===== src/rtl/multicycle_control_unit.sv =====
// ---------------------------------------------------------------------------
// multicycle_control_unit
//
// Purpose:
//   Control FSM for a multi-cycle RV32I core built around one shared memory
//   and the IR / OldPC / A / B / ALUOut datapath registers. Each instruction
//   is sequenced over several states. Memory accesses use a ready strobe
//   (MemReady). A watchdog traps if memory never answers. Unsupported
//   opcodes, and unsupported funct3 values, lead to a sticky TRAP state.
//
// Parameters:
//   ALU_CTRL_W   width of ALUControl (>= 3); the extra MSBs are always 0
//   MEM_TIMEOUT  max memory wait cycles before trapping; 0 disables the watchdog
//
// Ports:
//   CLK         in   clock, rising edge
//   RESET       in   asynchronous reset, active low
//   EN          in   1 = advance, 0 = stall (state and counter frozen)
//   OP          in   instr[6:0]
//   funct3      in   instr[14:12]
//   funct7b5    in   instr[30]
//   Zero        in   ALU zero flag
//   MemReady    in   memory completes the current access this cycle
//   PCWrite     out  PC load enable
//   AdrSrc      out  memory address select (0 PC, 1 ALUOut)
//   MemRead     out  memory read request
//   MemWrite    out  memory write request
//   IRWrite     out  IR / OldPC load enable
//   RegWrite    out  register-file write enable
//   ResultSrc   out  00 ALUOut, 01 Data, 10 ALUResult
//   ALUSrcA     out  00 PC, 01 OldPC, 10 A
//   ALUSrcB     out  00 B, 01 ImmExt, 10 constant 4
//   ImmSrc      out  immediate format, decoded from OP
//   ALUControl  out  000 add, 001 sub, 010 and, 011 or, 101 slt
//   Trap        out  sticky trap flag, cleared only by reset
//
// Configuration macro:
//   MCCU_BRANCH_EXT_EN  when defined, bne (funct3=001) is accepted as well as
//                       beq. Otherwise only beq is legal.
// ---------------------------------------------------------------------------
module multicycle_control_unit #(
    parameter int ALU_CTRL_W  = 3,
    parameter int MEM_TIMEOUT = 16
) (
    input  logic                  CLK,
    input  logic                  RESET,
    input  logic                  EN,
    input  logic [6:0]            OP,
    input  logic [2:0]            funct3,
    input  logic                  funct7b5,
    input  logic                  Zero,
    input  logic                  MemReady,
    output logic                  PCWrite,
    output logic                  AdrSrc,
    output logic                  MemRead,
    output logic                  MemWrite,
    output logic                  IRWrite,
    output logic                  RegWrite,
    output logic [1:0]            ResultSrc,
    output logic [1:0]            ALUSrcA,
    output logic [1:0]            ALUSrcB,
    output logic [1:0]            ImmSrc,
    output logic [ALU_CTRL_W-1:0] ALUControl,
    output logic                  Trap
);

    // Opcodes understood by the sequencer
    localparam logic [6:0] OP_LOAD   = 7'b0000011;
    localparam logic [6:0] OP_STORE  = 7'b0100011;
    localparam logic [6:0] OP_R      = 7'b0110011;
    localparam logic [6:0] OP_I      = 7'b0010011;
    localparam logic [6:0] OP_BRANCH = 7'b1100011;
    localparam logic [6:0] OP_JAL    = 7'b1101111;

    // ALU operation codes
    localparam logic [2:0] ALU_ADD = 3'b000;
    localparam logic [2:0] ALU_SUB = 3'b001;
    localparam logic [2:0] ALU_AND = 3'b010;
    localparam logic [2:0] ALU_OR  = 3'b011;
    localparam logic [2:0] ALU_SLT = 3'b101;

    // Multiplexer select encodings
    localparam logic [1:0] RES_ALUOUT = 2'b00;
    localparam logic [1:0] RES_DATA   = 2'b01;
    localparam logic [1:0] RES_ALURES = 2'b10;
    localparam logic [1:0] SRCA_PC    = 2'b00;
    localparam logic [1:0] SRCA_OLDPC = 2'b01;
    localparam logic [1:0] SRCA_REG   = 2'b10;
    localparam logic [1:0] SRCB_REG   = 2'b00;
    localparam logic [1:0] SRCB_IMM   = 2'b01;
    localparam logic [1:0] SRCB_FOUR  = 2'b10;

    // The watchdog counter only needs to reach MEM_TIMEOUT-1. On the next
    // waiting cycle it would hit MEM_TIMEOUT, so the FSM traps on that
    // edge instead.
    localparam int              CNT_W    = (MEM_TIMEOUT < 2) ? 1 : $clog2(MEM_TIMEOUT + 1);
    localparam logic            WD_ON    = (MEM_TIMEOUT > 0);
    localparam logic [CNT_W-1:0] CNT_LAST = CNT_W'((MEM_TIMEOUT > 0) ? MEM_TIMEOUT - 1 : 0);

    typedef enum logic [3:0] {
        S_FETCH,
        S_DECODE,
        S_MEMADR,
        S_MEMREAD,
        S_MEMWB,
        S_MEMWRITE,
        S_EXECR,
        S_EXECI,
        S_ALUWB,
        S_BRANCH,
        S_JAL,
        S_TRAP
    } state_t;

    state_t           state;
    state_t           next_state;
    logic [CNT_W-1:0] wait_cnt;
    logic             mem_wait;
    logic             wd_expire;
    logic             enable_ok;
    logic             alu_f3_legal;
    logic             branch_legal;
    logic             branch_taken;
    logic             pc_write_raw;
    logic             mem_read_raw;
    logic             mem_write_raw;
    logic             ir_write_raw;
    logic             reg_write_raw;
    logic [2:0]       alu_op;

    // Enables are suppressed during a stall and while reset is held. This
    // is a combinational gate, so a stall or a reset cancels a strobe
    // within the same cycle.
    assign enable_ok = EN & RESET;

    assign wd_expire = WD_ON && (wait_cnt == CNT_LAST);

    // ALU-class instructions support only add/sub, slt, or and and.
    always_comb begin
        alu_f3_legal = 1'b0;
        case (funct3)
            3'b000, 3'b010, 3'b110, 3'b111: alu_f3_legal = 1'b1;
            default:                        alu_f3_legal = 1'b0;
        endcase
    end

    // Branch flavours. The optional bne support reuses the subtractor's zero
    // flag, inverted, and funct3[0] selects the sense.
`ifdef MCCU_BRANCH_EXT_EN
    assign branch_legal = (funct3 == 3'b000) || (funct3 == 3'b001);
    assign branch_taken = funct3[0] ? ~Zero : Zero;
`else
    assign branch_legal = (funct3 == 3'b000);
    assign branch_taken = Zero;
`endif

    // The immediate format follows OP directly. The datapath needs it
    // before the FSM reaches the state that uses it.
    always_comb begin
        ImmSrc = 2'b00;
        case (OP)
            OP_STORE:  ImmSrc = 2'b01;
            OP_BRANCH: ImmSrc = 2'b10;
            OP_JAL:    ImmSrc = 2'b11;
            default:   ImmSrc = 2'b00;
        endcase
    end

    // State register. It advances only when EN is high. An asserted reset
    // sends it back to FETCH and abandons any access in flight.
    always_ff @(posedge CLK or negedge RESET) begin
        if (!RESET) begin
            state <= S_FETCH;
        end else if (EN) begin
            state <= next_state;
        end
    end

    // Memory watchdog. The counter counts stalled memory cycles in the
    // current state and restarts whenever the state changes. It freezes
    // with the FSM during a stall.
    always_ff @(posedge CLK or negedge RESET) begin
        if (!RESET) begin
            wait_cnt <= '0;
        end else if (EN) begin
            if (next_state != state) begin
                wait_cnt <= '0;
            end else if (mem_wait && WD_ON) begin
                wait_cnt <= wait_cnt + CNT_W'(1);
            end
        end
    end

    // Next-state logic. mem_wait marks a cycle spent in a memory state
    // without MemReady. Only those cycles can time out, so a MemReady
    // arriving on the expiry cycle still completes the access.
    always_comb begin
        next_state = state;
        mem_wait   = 1'b0;
        case (state)
            S_FETCH: begin
                mem_wait = !MemReady;
                if (MemReady) next_state = S_DECODE;
            end
            S_DECODE: begin
                case (OP)
                    OP_LOAD, OP_STORE: next_state = S_MEMADR;
                    OP_R:              next_state = alu_f3_legal ? S_EXECR : S_TRAP;
                    OP_I:              next_state = alu_f3_legal ? S_EXECI : S_TRAP;
                    OP_BRANCH:         next_state = branch_legal ? S_BRANCH : S_TRAP;
                    OP_JAL:            next_state = S_JAL;
                    default:           next_state = S_TRAP;
                endcase
            end
            S_MEMADR:   next_state = (OP == OP_LOAD) ? S_MEMREAD : S_MEMWRITE;
            S_MEMREAD: begin
                mem_wait = !MemReady;
                if (MemReady) next_state = S_MEMWB;
            end
            S_MEMWB:    next_state = S_FETCH;
            S_MEMWRITE: begin
                mem_wait = !MemReady;
                if (MemReady) next_state = S_FETCH;
            end
            S_EXECR:    next_state = S_ALUWB;
            S_EXECI:    next_state = S_ALUWB;
            S_ALUWB:    next_state = S_FETCH;
            S_BRANCH:   next_state = S_FETCH;
            S_JAL:      next_state = S_ALUWB;
            S_TRAP:     next_state = S_TRAP;
            default:    next_state = S_TRAP;
        endcase
        if (mem_wait && wd_expire) next_state = S_TRAP;
    end

    // Datapath controls. The muxes are Moore outputs of the state. The
    // strobes that depend on a handshake are the FETCH PC/IR writes, which
    // wait for MemReady, and the branch PC write, which waits for the
    // comparison result. EXEC states take their ALU operation from funct3.
    always_comb begin
        pc_write_raw  = 1'b0;
        mem_read_raw  = 1'b0;
        mem_write_raw = 1'b0;
        ir_write_raw  = 1'b0;
        reg_write_raw = 1'b0;
        AdrSrc        = 1'b0;
        ResultSrc     = RES_ALUOUT;
        ALUSrcA       = SRCA_PC;
        ALUSrcB       = SRCB_REG;
        alu_op        = ALU_ADD;
        case (state)
            S_FETCH: begin
                mem_read_raw = 1'b1;
                ir_write_raw = MemReady;
                pc_write_raw = MemReady;
                ALUSrcA      = SRCA_PC;
                ALUSrcB      = SRCB_FOUR;
                ResultSrc    = RES_ALURES;
            end
            S_DECODE: begin
                ALUSrcA = SRCA_OLDPC;
                ALUSrcB = SRCB_IMM;
            end
            S_MEMADR: begin
                ALUSrcA = SRCA_REG;
                ALUSrcB = SRCB_IMM;
            end
            S_MEMREAD: begin
                mem_read_raw = 1'b1;
                AdrSrc       = 1'b1;
            end
            S_MEMWB: begin
                ResultSrc     = RES_DATA;
                reg_write_raw = 1'b1;
            end
            S_MEMWRITE: begin
                mem_write_raw = 1'b1;
                AdrSrc        = 1'b1;
            end
            S_EXECR, S_EXECI: begin
                ALUSrcA = SRCA_REG;
                ALUSrcB = (state == S_EXECR) ? SRCB_REG : SRCB_IMM;
                case (funct3)
                    3'b000:  alu_op = ((state == S_EXECR) && funct7b5) ? ALU_SUB : ALU_ADD;
                    3'b010:  alu_op = ALU_SLT;
                    3'b110:  alu_op = ALU_OR;
                    3'b111:  alu_op = ALU_AND;
                    default: alu_op = ALU_ADD;
                endcase
            end
            S_ALUWB: begin
                ResultSrc     = RES_ALUOUT;
                reg_write_raw = 1'b1;
            end
            S_BRANCH: begin
                ALUSrcA      = SRCA_REG;
                ALUSrcB      = SRCB_REG;
                alu_op       = ALU_SUB;
                ResultSrc    = RES_ALUOUT;
                pc_write_raw = branch_taken;
            end
            S_JAL: begin
                ALUSrcA      = SRCA_OLDPC;
                ALUSrcB      = SRCB_FOUR;
                ResultSrc    = RES_ALUOUT;
                pc_write_raw = 1'b1;
            end
            default: begin
            end
        endcase
    end

    assign PCWrite    = pc_write_raw & enable_ok;
    assign MemRead    = mem_read_raw & enable_ok;
    assign MemWrite   = mem_write_raw & enable_ok;
    assign IRWrite    = ir_write_raw & enable_ok;
    assign RegWrite   = reg_write_raw & enable_ok;
    assign ALUControl = ALU_CTRL_W'(alu_op);
    assign Trap       = (state == S_TRAP);

endmodule


===== config.mk =====
export PLATFORM = sky130hd
export DESIGN_NAME = multicycle_control_unit
export DESIGN_NICKNAME = d
export VERILOG_FILES = /design/src/rtl/multicycle_control_unit.sv
export SDC_FILE = /design/constraint.sdc
export NUM_CORES = 1
export LEC_CHECK = 0
export ABC_AREA = 1
export BUFFER_PORTS_ARGS = -buffer_cell sky130_fd_sc_hd__buf_2
export CAP_MARGIN = 15
export CORE_UTILIZATION = 45
export DETAILED_ROUTE_END_ITERATION = 7
export PLACE_DENSITY = 0.72
export RECOVER_POWER = 50
export SYNTH_ARGS = -nofsm -noshare
export SYNTH_HDL_FRONTEND = slang
export SYNTH_SLANG_ARGS = --single-unit

===== constraint.sdc =====
create_clock -name CLK -period 2.55 [get_ports CLK]
set_clock_uncertainty 0.15 [all_clocks]
set_input_delay 0.255 -clock CLK [delete_from_list [all_inputs] [get_ports CLK]]
set_output_delay 0.255 -clock CLK [all_outputs]
set_load 0.005 [all_outputs]

# == Word level (Yosys, flattened, before mapping) ==
# Cells that the tools add are included.
# classes
n_addsub,1
eq_ne,22
n_mux,28
bitwise_logic,6
n_reduce_logical,20
# ops
operator,count
one-hot mux 4 bit (7 select lines),1
two-way mux 4 bit,6
one-hot mux 4 bit (5 select lines),1
equality test 4 x 3 -> 1 bit (second input constant),4
equality test 4 bit (second input constant),4
OR reduction 2 bit,8
equality test 7 x 6 -> 1 bit (second input constant),2
equality test 7 bit (second input constant),2
one-hot mux 2 bit (3 select lines),2
one-hot mux 3 bit (4 select lines),1
two-way mux 5 bit,2
two-way mux 1 bit,9
OR reduction 3 bit,3
equality test 4 x 2 -> 1 bit (second input constant),2
one-hot mux 2 bit (2 select lines),2
OR reduction 4 bit,2
equality test 7 x 2 -> 1 bit (second input constant),1
equality test 7 x 5 -> 1 bit (second input constant),1
bitwise AND 1 bit,6
equality test 3 bit (second input constant),2
one-hot mux 3 bit (2 select lines),1
adder 5 x 1 -> 5 bit (second input constant),1
equality test 5 x 4 -> 1 bit (second input constant),1
equality test 4 x 1 -> 1 bit (second input constant),1
other kinds (11),12
# totals
register_bits,9
in_bits,16
out_inout_bits,18
elab_cells,79

# == Longest topological paths before layout ==
# Gate-level depths: netlist of run 1.
# depth
depth_word,10
mapped_depth,14
depth_no_buf,14

# == Worst setup path after synthesis of run 1 ==
# Ideal clock, no wire load.
# synth_timing
path_kind,register -> register
start,register wait_cnt[0]
end,register wait_cnt[2]
setup_ns,0.065
arrival_ns,1.533
required_time_ns,2.335
slack_ns,0.802
path_stages_with_launch,14
path_buffers,0
synth_period_minus_slack_ns,1.748
path_cell_list,dfrtp_1 -> ha_1 -> nand2_1 -> nor2_1 -> ha_1 -> nand3_4 -> nand2_4 -> inv_2 -> nand2_2 -> nand2_2 -> nand2_2 -> nor2_4 -> nand4_1 -> nand2_1
# synth_between
elab_chain_len,6
elab_cells_between_ends,9
classes_between,add/sub (1); eq/ne (2); mux (3); reduce/logical (3)
# synth_rtl
item,line_no,text
from (decl),117,logic [CNT_W-1:0] wait_cnt;
from (signal assigned),189,wait_cnt <= wait_cnt + CNT_W'(1);
equality test 5 x 4 -> 1 bit,136,assign wd_expire = WD_ON && (wait_cnt == CNT_LAST);
logical AND 1 bit,233,if (mem_wait && wd_expire) next_state = S_TRAP;
two-way mux 4 bit,233,
!= test 4 bit,186,if (next_state != state) begin
nonzero test 2 bit (no source line),--,
AND reduction 2 bit (no source line),--,
# Several ways; a longest one is shown, not always the timed one. The select of a mux whose other input is x is not followed.
# A chain may end at the register's enable or synchronous reset.

# == Worst setup path after layout of run 1 ==
# layout_timing
start,register state[1]
end,output PCWrite
# layout_between
elab_chain_len,3
elab_cells_between_ends,5
classes_between,eq/ne (2); mux (1); bitwise (1); reduce/logical (1)
# layout_rtl
item,line_no,text
from (decl),115,state_t state;
from (signal assigned),175,state <= next_state;
equality test 4 bit or zero test 4 bit (tied branches),251,case (state)
one-hot mux 1 bit (3 select lines) (*),251,
bitwise AND 1 bit (*),313,assign PCWrite = pc_write_raw & enable_ok;
to (decl),53,"output logic PCWrite,"
# Mark *: on every way between the ends. The rest lies on a longest branch, timed or not.

==> run_results.csv, run 1 <==
group,metric,value,unit
drt,ant_nets,0,
global_route,grt_max_degree,11,
power,comb_power_share,69.6,%
critical_path,crit_buf_inv,3,
synth,netlist_instances,185,
drt,wl_met3,160,um
global_route,antenna_found_initial,0,
critical_path,cp_slowest_cell,"dfrtp_1",
global_route,gr-total-overflow,0,
drt,route.vias.total,1261,
synth,synthTopCellsByArea,"dfrtp_1 (21%), nand2_1 (17%), inv_1 (10%)",
clock_tree,cts_resized,0,
critical_path,path_cells,"nor2_2 > inv_2 > nor2_1 > nand2_1 > a31o_2 > inv_1 > buf_2",
power,sw_frac_of_total,54.9,%
sta,period_needed,2.20,ns
clock_tree,htreeDepth,1,
die,dieHeight,51.0,um
power,p_leak,0.796,nW
drt,drtIter0Drc,41,
power,p_clk_share,10.0,%
finish,drive_above_1_share,26.5,%
critical_path,path_class,"reg -> out",
synth,ys_seq_elements,9,
synth,yosysTopAreaCellShare,20.9,%
drt,drc,0,
global_route,grt.total_usage,24.0,%
min_path,hold_class,"in -> reg",
drt,wl_per_cell,11.5,um
die,ios,34,
critical_path,worstPathMaxFanout,7,
clock_tree,tritoncts,"yes",
power,intPower,0.000530,W
clock_tree,cts_sinks,9,
clock_tree,cts_root_buf,"clkbuf_4",
critical_path,start_kind,"flop",
critical_path,critPathMaxStageDelay,0.47,ns
clock_tree,clk_pin_slew,0.07,ns
placed_design,routabilityCongestion,0.949,
sta,post-route-period-util,86.1,%
sta,rsz0062_at_grt,"no",
placed_design,hpwl,2330,um
sta,slew_headroom,72.6,%
synth,syn_nets,203,
synth,synth_seq_area_share,20.9,%
drt,top_layer,"met4",
placed_design,place_ws,0.575,ns
power,power_switching,0.000646,W
power,power,0.00118,W
synth,syn-cell-area,1080,sq um
drt,routed_wl,2890,um
synth,async_flop_share,100,%
drt,vias_per_cell,5.02,
die,core,2230,sq um
sta,setup-violations-final,0,
sta,tns,0,ns
synth,yosysWarnings,0,
sta,drv_slew,0,
die,dieArea,2600,sq um
sta,worst_slew_pin_slew,0.409,ns
clock_tree,cts_buffers,3,
clock_tree,cts_buffer_depth,2,
global_route,grt_pass1_vias,1110,
die,die_width,51.0,um
critical_path,rrSetupSlack,0.44,ns
clock_tree,clk-insertion-delay-late,0.27,ns
placed_design,dpl_cell_area,1280,sq um
synth,synth_top_area_cell,"dfrtp_1",
synth,ys.flop_type,"dfrtp_1",
finish,nFillCells,231,
critical_path,cp_data_required_time,2.14,ns
sta,fin_ws,0.354,ns
finish,area_growth,20.4,%
global_route,grt_pass1_wl,4660,um
status,status,"complete, no violations",
critical_path,setup.worst_path.end_class,"primary output",
critical_path,crit_arrival,1.79,ns
placed_design,port-buffer-count,33,
finish,diodes,0,
power,p_seq_share,20.4,%
drt,firstDrtPassIters,4,
synth,postSynthAreaPerCell,5.83,sq um
sta,clock.fmax,455,MHz
power,vdd_ir_drop_max,0.000523,V
die,rows,17,
finish,design_area,1300,sq um
finish,final_nets,242,
synth,synth_edf_count,0,
drt,wl_met2,1350,um
sta,hold_viol,0,
synth,yosysUniqueCellTypes,26,
critical_path,path_delay_family,"simple AND/OR/NAND/NOR gates",
drt,drt-met1-wl,1310,um
die,start_util,48.3,%
job,cap_violations,0,
power,power_density,905,nW/um^2
[cell type report]
type	count	area (sq um)	area share, %
Tap cell	28	35.0	2.70
Clock buffer	4	26.3	2.02
Multi-Input combinational cell	138	694	53.5
Sequential cell	9	225	17.3
Timing Repair Buffer	34	174	13.4
Inverter	38	144	11.1
[power groups by stage]
stage	sequential, W	clock (W)	combinational [W]
6_report	0.000240	0.000118	0.000818
5_1_grt	0.000246	0.000127	0.000910
3_5_place_dp	0.000242	0	0.000831
3_3_place_gp	0.000242	0	0.000816
2_1_floorplan	0.000232	0	0.000619
4_1_cts	0.000241	0.000121	0.000834
[per-layer routing]
metal  vias to the layer above  track usage, %
li1                        664               -
met1                       554            29.6
met2                        37            40.6
met3                         6            2.98
met4                         0            12.0
met5                         -               0
[cell usage after synthesis, types with 2 or more instances]
| library cell | number |
|---|---|
| nand3_2 | 2 |
| nor2_1 | 23 |
| inv_1 | 29 |
| o21ai_0 | 5 |
| nand3_1 | 19 |
| o21ai_1 | 2 |
| nor2_2 | 4 |
| ha_1 | 2 |
| nand2_1 | 50 |
| inv_2 | 8 |
| nor2_4 | 3 |
| nand2_2 | 7 |
| xor2_1 | 2 |
| dfrtp_1 | 9 |
| a211oi_1 | 2 |
| nand4_1 | 5 |
| a21oi_1 | 4 |
[repair_timing]
| item | in CTS | in global routing |
|---|---|---|
| buffers inserted | 0 | 0 |
| endpoints found under the hold margin | 9 | 0 |
| hold buffers | 1 | 0 |
[placed cells by master, fill, tap and decap left out]
master	n
o21ai_1	2
ha_1	2
nand2_2	6
nor4b_1	1
nor2_2	4
clkbuf_1	2
a21oi_1	4
inv_1	31
o31ai_1	1
xor2_1	2
nand3_1	20
nand3_2	2
o21ai_0	5
nor2_1	23
dlygate4sd3_1	1
nor2_4	3
nand4_1	5
a31oi_1	1
nand2_1	51
nor4_1	1
nand2_4	1
dfrtp_1	9
a31o_2	1
o211ai_1	1
buf_2	32
a211oi_1	2
clkinv_2	1
inv_2	6
clkbuf_4	3
[kinds of logic (layout without fill, tap and decap cells)]
logic type,after synthesis,after routing,share of synthesized area (%)
AOI/OAI and AO/OA,17,17,9.28
xor gates and xnor gates,2,2,1.62
adders and majority gates,2,2,2.32
buffers and inverters,38,76,13.3
DFF,9,9,20.9
and+or+nand+nor,117,117,52.6
[sequential cells by signal, indices dropped and copies added, names as in the netlist]
register / count
state: 4
wait_cnt: 5
[through the flow]
stage               cells  hold slack, ns  util, %
finish                251           0.133     58.2
global route          251           0.135     58.2
CTS                   251           0.142     58.9
detailed placement    246         -0.0182     57.3
global placement      246         -0.0177     57.3
floorplan             185          -0.191        -
[path summary, 6_finish.rpt]
path,startpoint,end,depth (start not counted)
max,state[1]$_DFFE_PN0P_,PCWrite,7
min,EN,state[3]$_DFFE_PN0P_,2
max reg2reg,state[1]$_DFFE_PN0P_,wait_cnt[3]$_DFFE_PN0P_,11
min reg2reg,wait_cnt[3]$_DFFE_PN0P_,wait_cnt[3]$_DFFE_PN0P_,2
max in group asynchronous,RESET,wait_cnt[1]$_DFFE_PN0P_,2
min in group asynchronous,RESET,state[1]$_DFFE_PN0P_,2
Note: power is estimated with default switching activity, not from simulation.
==> inputs of run 2 (changes only) <==
--- a/config.mk
+++ b/config.mk
@@ -10,6 +10,7 @@
 export CAP_MARGIN = 15
 export CORE_UTILIZATION = 45
 export DETAILED_ROUTE_END_ITERATION = 7
+export MAX_ROUTING_LAYER = met4
 export PLACE_DENSITY = 0.72
 export RECOVER_POWER = 50
 export SYNTH_ARGS = -nofsm -noshare
==> constraint.sdc (replaced) <==
create_clock -name CLK -period 2.5 [get_ports CLK]
set_clock_uncertainty 0.15 [all_clocks]
set_input_delay 0.25 -clock CLK [delete_from_list [all_inputs] [get_ports CLK]]
set_output_delay 0.25 -clock CLK [all_outputs]
set_load 0.005 [all_outputs]
==> run 2 against run 1 <==
Against the previous run: hold slack about the same; critical path depth unchanged; cell count is the same; register-to-register slack worse by 0.08 ns; via count is 3.2% higher; global-route usage grew 0.73 points; sequential share of layout area did not move; power rose by 2.7%; core utilization unchanged; cell area unchanged; worst setup slack worse by 0.064 ns; critical endpoint unchanged; largest cell class unchanged.
==> run_results.csv, run 2 (synthesis results as in run 1) <==
group,metric,value,unit
critical_path,crit_arrival,1.81,ns
finish,final_common_cell,"nand2_1",
clock_tree,post-cts-setup-buffer-count,0,
critical_path,path_delay_family,"simple AND/OR/NAND/NOR gates",
die,ios,34,
finish,layout_common_cells,"nand2_1 (51), inv_1 (31), buf_2 (31)",
drt,wl_per_cell,11.7,um
clock_tree,cts_buffer_depth,2,
placed_design,hpwl,2410,um
finish,largest_register_ffs,5,
power,p_leak,0.795,nW
global_route,gr-total-overflow,0,
finish,final_nets,242,
finish,diodes,0,
clock_tree,tritoncts,"yes",
placed_design,port-buffer-count,33,
global_route,grt_pass1_wl,4710,um
drt,drtIter0Drc,40,
power,comb_power_share,69.6,%
die,rows,17,
finish,area_growth,20.4,%
clock_tree,cts_sinks,9,
clock_tree,clk_pin_slew,0.07,ns
sta,rsz0062_at_grt,"no",
sta,tns,0,ns
finish,ff_latch_area,225,sq um
finish,drive_above_1_share,26.5,%
clock_tree,htreeDepth,1,
power,vdd_ir_drop_max,0.000560,V
placed_design,dpl_cell_area,1280,sq um
global_route,grt.total_usage,24.7,%
finish,multi_input_comb_area,694,sq um
power,p_clk_share,10.3,%
finish,nFillCells,225,
clock_tree,clk-insertion-delay-late,0.28,ns
drt,drc,0,
critical_path,cp_data_required_time,2.10,ns
sta,clock.fmax,452,MHz
power,intPower,0.000542,W
critical_path,start_kind,"flop",
die,dieHeight,51.0,um
die,start_util,48.3,%
status,status,"complete, no violations",
drt,firstDrtPassIters,5,
placed_design,routabilityCongestion,0.966,
critical_path,rrSetupSlack,0.36,ns
finish,final_util,58.2,%
critical_path,critPathMaxStageDelay,0.47,ns
sta,worst_slew_pin_slew,0.422,ns
power,p_seq_share,20.2,%
power,sw_frac_of_total,55.1,%
job,cap_violations,0,
sta,setup-violations-final,0,
finish,regMostFlops,"wait_cnt",
critical_path,worstPathMaxFanout,7,
min_path,hold_class,"in -> reg",
drt,routed_wl,2940,um
drt,ant_nets,0,
critical_path,path_class,"reg -> out",
finish,reg_top3,"wait_cnt: 5 flops, state: 4 flops",
sta,drv_slew,0,
sta,slew_headroom,71.8,%
die,die_width,51.0,um
sta,hold_viol,0,
critical_path,path_cells,"nor2_2 > inv_2 > nor2_1 > nand2_1 > a31o_2 > inv_1 > buf_2",
global_route,grt_max_degree,11,
power,power_density,930,nW/um^2
die,core,2230,sq um
power,power_switching,0.000666,W
clock_tree,cts_buffers,3,
critical_path,cp_slowest_cell,"dfrtp_1",
critical_path,setup.worst_path.end_class,"primary output",
global_route,grt_pass1_vias,1115,
global_route,antenna_found_initial,0,
drt,vias_per_cell,5.18,
critical_path,crit_buf_inv,3,
sta,period_needed,2.21,ns
finish,design_area,1300,sq um
drt,route.vias.total,1301,
sta,post-route-period-util,88.4,%
clock_tree,cts_root_buf,"clkbuf_4",
die,dieArea,2600,sq um
==> run 2: cell count changes in the layout (fill, tap and decap cells not counted) <==
cell,delta
clkbuf_2,+1
buf_2,-1
==> run 2: power groups by stage <==
stage	registers [W]	clock network, W	logic (W)
final	0.000244	0.000124	0.000840
after global placement	0.000247	0	0.000832
after detailed placement	0.000247	0	0.000854
after CTS	0.000245	0.000123	0.000856
after global routing	0.000250	0.000132	0.000932
after floorplan	0.000237	0	0.000631
==> run 2: path summary, 6_finish.rpt <==
check / start / endpoint / cells after the start
worst min-delay path: EN / state[1]$_DFFE_PN0P_ / 2
worst max register to register: state[1]$_DFFE_PN0P_ / wait_cnt[3]$_DFFE_PN0P_ / 11
worst max-delay path: state[1]$_DFFE_PN0P_ / PCWrite / 7
worst min register to register: wait_cnt[3]$_DFFE_PN0P_ / wait_cnt[3]$_DFFE_PN0P_ / 2
max in group asynchronous: RESET / wait_cnt[1]$_DFFE_PN0P_ / 2
min in group asynchronous: RESET / wait_cnt[0]$_DFFE_PN0P_ / 2
==> run 2: metal layers <==
metal | GRT usage (%) | up-vias | part of all wire (%)
met3 | 1.49 | 7 | 7.8
met2 | 42.3 | 64 | 47
met5 | - | - | 0
met1 | 29.8 | 568 | 44
met4 | 10.6 | 0 | 1.6
li1 | - | 662 | -
==> run 2: final cells by class <==
cell class | instances | share of cell area, %
Clock buffer | 4 | 2.02
Multi-Input combinational cell | 138 | 53.5
Timing Repair Buffer | 34 | 13.4
Inverter | 38 | 11.1
Sequential cell | 9 | 17.3
Tap cell | 28 | 2.70
==> run 2: timing repair <==
| item | in CTS | in global routing |
|---|---|---|
| endpoints found under the hold margin | 9 | 0 |
| hold buffers | 1 | 0 |
| gates resized for setup | 0 | 0 |
==> run 2: through the flow <==
| step | total power [W] | worst slack [ns] | hold slack [ns] | instances |
|---|---|---|---|---|
| 2_1_floorplan | 0.000868 | 0.752 | -0.196 | 185 |
| 4_1_cts | 0.00122 | 0.305 | 0.132 | 251 |
| 5_1_grt | 0.00131 | 0.179 | 0.122 | 251 |
| 3_3_place_gp | 0.00108 | 0.575 | -0.0226 | 246 |
| 6_report | 0.00121 | 0.290 | 0.133 | 251 |
| 3_5_place_dp | 0.00110 | 0.524 | -0.0238 | 246 |
==> inputs of run 3 (changes only) <==
--- a/config.mk
+++ b/config.mk
@@ -10,6 +10,7 @@
 export CAP_MARGIN = 15
 export CORE_UTILIZATION = 45
 export DETAILED_ROUTE_END_ITERATION = 7
+export GPL_TIMING_DRIVEN = 0
 export MAX_ROUTING_LAYER = met4
 export PLACE_DENSITY = 0.72
 export RECOVER_POWER = 50
==> run 3 against run 2 <==
Against the previous run: critical path depth did not move; first-iteration DRC count decreased by 18%; combinational power decreased by 1%; largest cell class unchanged; core utilization decreased by 0.22 points; critical path type unchanged; fmax rose by 2.5%.
==> run_results.csv, run 3 (synthesis results as in run 1) <==
group,metric,value,unit
status,status,"complete, no violations",
power,power_switching,0.000644,W
die,dieHeight,51.0,um
critical_path,setup.worst_path.end_class,"primary output",
critical_path,crit_arrival,1.76,ns
finish,reg_top3,"wait_cnt: 5 flops, state: 4 flops",
clock_tree,cts_buffers,3,
power,p_leak,0.797,nW
sta,clock.fmax,463,MHz
global_route,grt_max_degree,11,
finish,regMostFlops,"wait_cnt",
critical_path,cp_slowest_cell,"dfrtp_1",
finish,final_nets,242,
placed_design,routabilityCongestion,0.864,
global_route,grt_pass1_vias,1135,
critical_path,critPathMaxStageDelay,0.43,ns
critical_path,cp_data_required_time,2.10,ns
power,comb_power_share,70.1,%
sta,setup-violations-final,0,
global_route,grt_pass1_wl,4570,um
drt,routed_wl,2790,um
finish,largest_register_ffs,5,
clock_tree,clk-insertion-delay-late,0.25,ns
drt,route.vias.total,1304,
die,rows,17,
clock_tree,clk_pin_slew,0.06,ns
sta,hold_viol,0,
placed_design,hpwl,2290,um
sta,period_needed,2.16,ns
finish,nFillCells,219,
min_path,hold_class,"in -> reg",
clock_tree,cts_sinks,9,
critical_path,path_delay_family,"simple AND/OR/NAND/NOR gates",
drt,drc,0,
drt,firstDrtPassIters,4,
clock_tree,cts_root_buf,"clkbuf_4",
critical_path,path_class,"reg -> out",
job,cap_violations,0,
drt,vias_per_cell,5.20,
global_route,grt.total_usage,23.2,%
finish,drive_above_1_share,26.0,%
sta,post-route-period-util,86.3,%
power,vdd_ir_drop_max,0.000582,V
power,power_density,913,nW/um^2
global_route,gr-total-overflow,0,
die,ios,34,
finish,layout_common_cells,"nand2_1 (52), buf_2 (32), inv_1 (30)",
die,core,2230,sq um
finish,final_common_cell,"nand2_1",
die,die_width,51.0,um
critical_path,start_kind,"flop",
power,sw_frac_of_total,54.5,%
critical_path,cpMostUsedCell,"inv_1",
clock_tree,tritoncts,"yes",
critical_path,worstPathMaxFanout,5,
global_route,antenna_found_initial,0,
placed_design,dp.cells,246,
drt,wl_per_cell,11.1,um
sta,rsz0062_at_grt,"no",
die,start_util,48.3,%
power,p_clk_share,9.2,%
sta,slew_headroom,72.4,%
clock_tree,cts_buffer_depth,2,
critical_path,path_cells,"inv_1 > nor2_1 > inv_1 > nor4b_1 > a211oi_1 > a21oi_1 > buf_2",
sta,drv_slew,0,
finish,final_util,57.9,%
die,dieArea,2600,sq um
drt,drtIter0Drc,33,
placed_design,port-buffer-count,33,
power,intPower,0.000537,W
finish,area_growth,20.0,%
finish,diodes,0,
critical_path,crit_buf_inv,3,
clock_tree,htreeDepth,1,
power,p_seq_share,20.7,%
sta,tns,0,ns
sta,worst_slew_pin_slew,0.413,ns
drt,ant_nets,0,
finish,layoutNonFillerInstCount,251,
run 3: final timing paths:
kind                                         start                 endpoint  slack (ns)  depth (start not counted)
max                           state[2]$_DFFE_PN0P_            ALUControl[0]        0.34                          7
min                                             EN     state[0]$_DFFE_PN0P_        0.15                          2
max reg2reg                wait_cnt[0]$_DFFE_PN0P_  wait_cnt[3]$_DFFE_PN0P_        0.41                         11
min reg2reg                wait_cnt[4]$_DFFE_PN0P_  wait_cnt[4]$_DFFE_PN0P_        0.34                          2
max in group asynchronous                    RESET     state[3]$_DFFE_PN0P_        1.77                          2
min in group asynchronous                    RESET  wait_cnt[0]$_DFFE_PN0P_        0.23                          2
run 3: power groups by stage:
stage                     Clock (W)  Sequential [W]  Combinational [W]
final                      0.000109        0.000244           0.000828
after global routing       0.000120        0.000254           0.000933
after floorplan                   0        0.000237           0.000631
after CTS                  0.000114        0.000245           0.000852
after global placement            0        0.000244           0.000828
after detailed placement          0        0.000247           0.000848
run 3: metal layers:
metal	part of all wire, %	global-route usage (%)	wire length, um	vias up
li1	-	-	-	665
met1	46	28.1	1280	600
met2	49	42.1	1360	37
met3	4.9	2.68	138	2
met4	0.32	2.78	9	0
met5	0	-	0	-
run 3: cell type report:
cell class	instances	area (sq um)	share of cell area, %
multi-input cells	138	689	53.3
clock buffers	4	26.3	2.03
inverters	38	144	11.1
well taps	28	35.0	2.71
flip-flops and latches	9	225	17.4
repair buffers	34	174	13.4
run 3: timing repair:
action / CTS / global route
buffers inserted: 0 / 0
gates resized for setup: 0 / 0
endpoints found under the setup margin: 0 / 0
hold buffers: 1 / 0
hold endpoints to repair: 9 / 0
run 3: worst reg2reg max path, cell delays in order, from the launching register on:
cell and delay [ns]:
dfrtp_1 0.42, ha_1 0.24, nand2_1 0.10, nor2_1 0.05
ha_1 0.19, nand3_1 0.20, nand2_4 0.08, o21ai_1 0.12
nand2_1 0.08, nor2_2 0.19, nand4_1 0.11, nand2_1 0.09
run 3: per-stage QoR:
| stage | hold slack, ns | setup WS (ns) | power [W] | instance area (sq um) |
|---|---|---|---|---|
| 6_report | 0.149 | 0.342 | 0.00118 | 1290 |
| 5_1_grt | 0.181 | 0.166 | 0.00131 | 1290 |
| 4_1_cts | 0.150 | 0.399 | 0.00121 | 1320 |
| 3_5_place_dp | -0.0253 | 0.523 | 0.00110 | 1280 |
| 3_3_place_gp | -0.0261 | 0.581 | 0.00107 | 1280 |
| 2_1_floorplan | -0.196 | 0.752 | 0.000868 | 1080 |
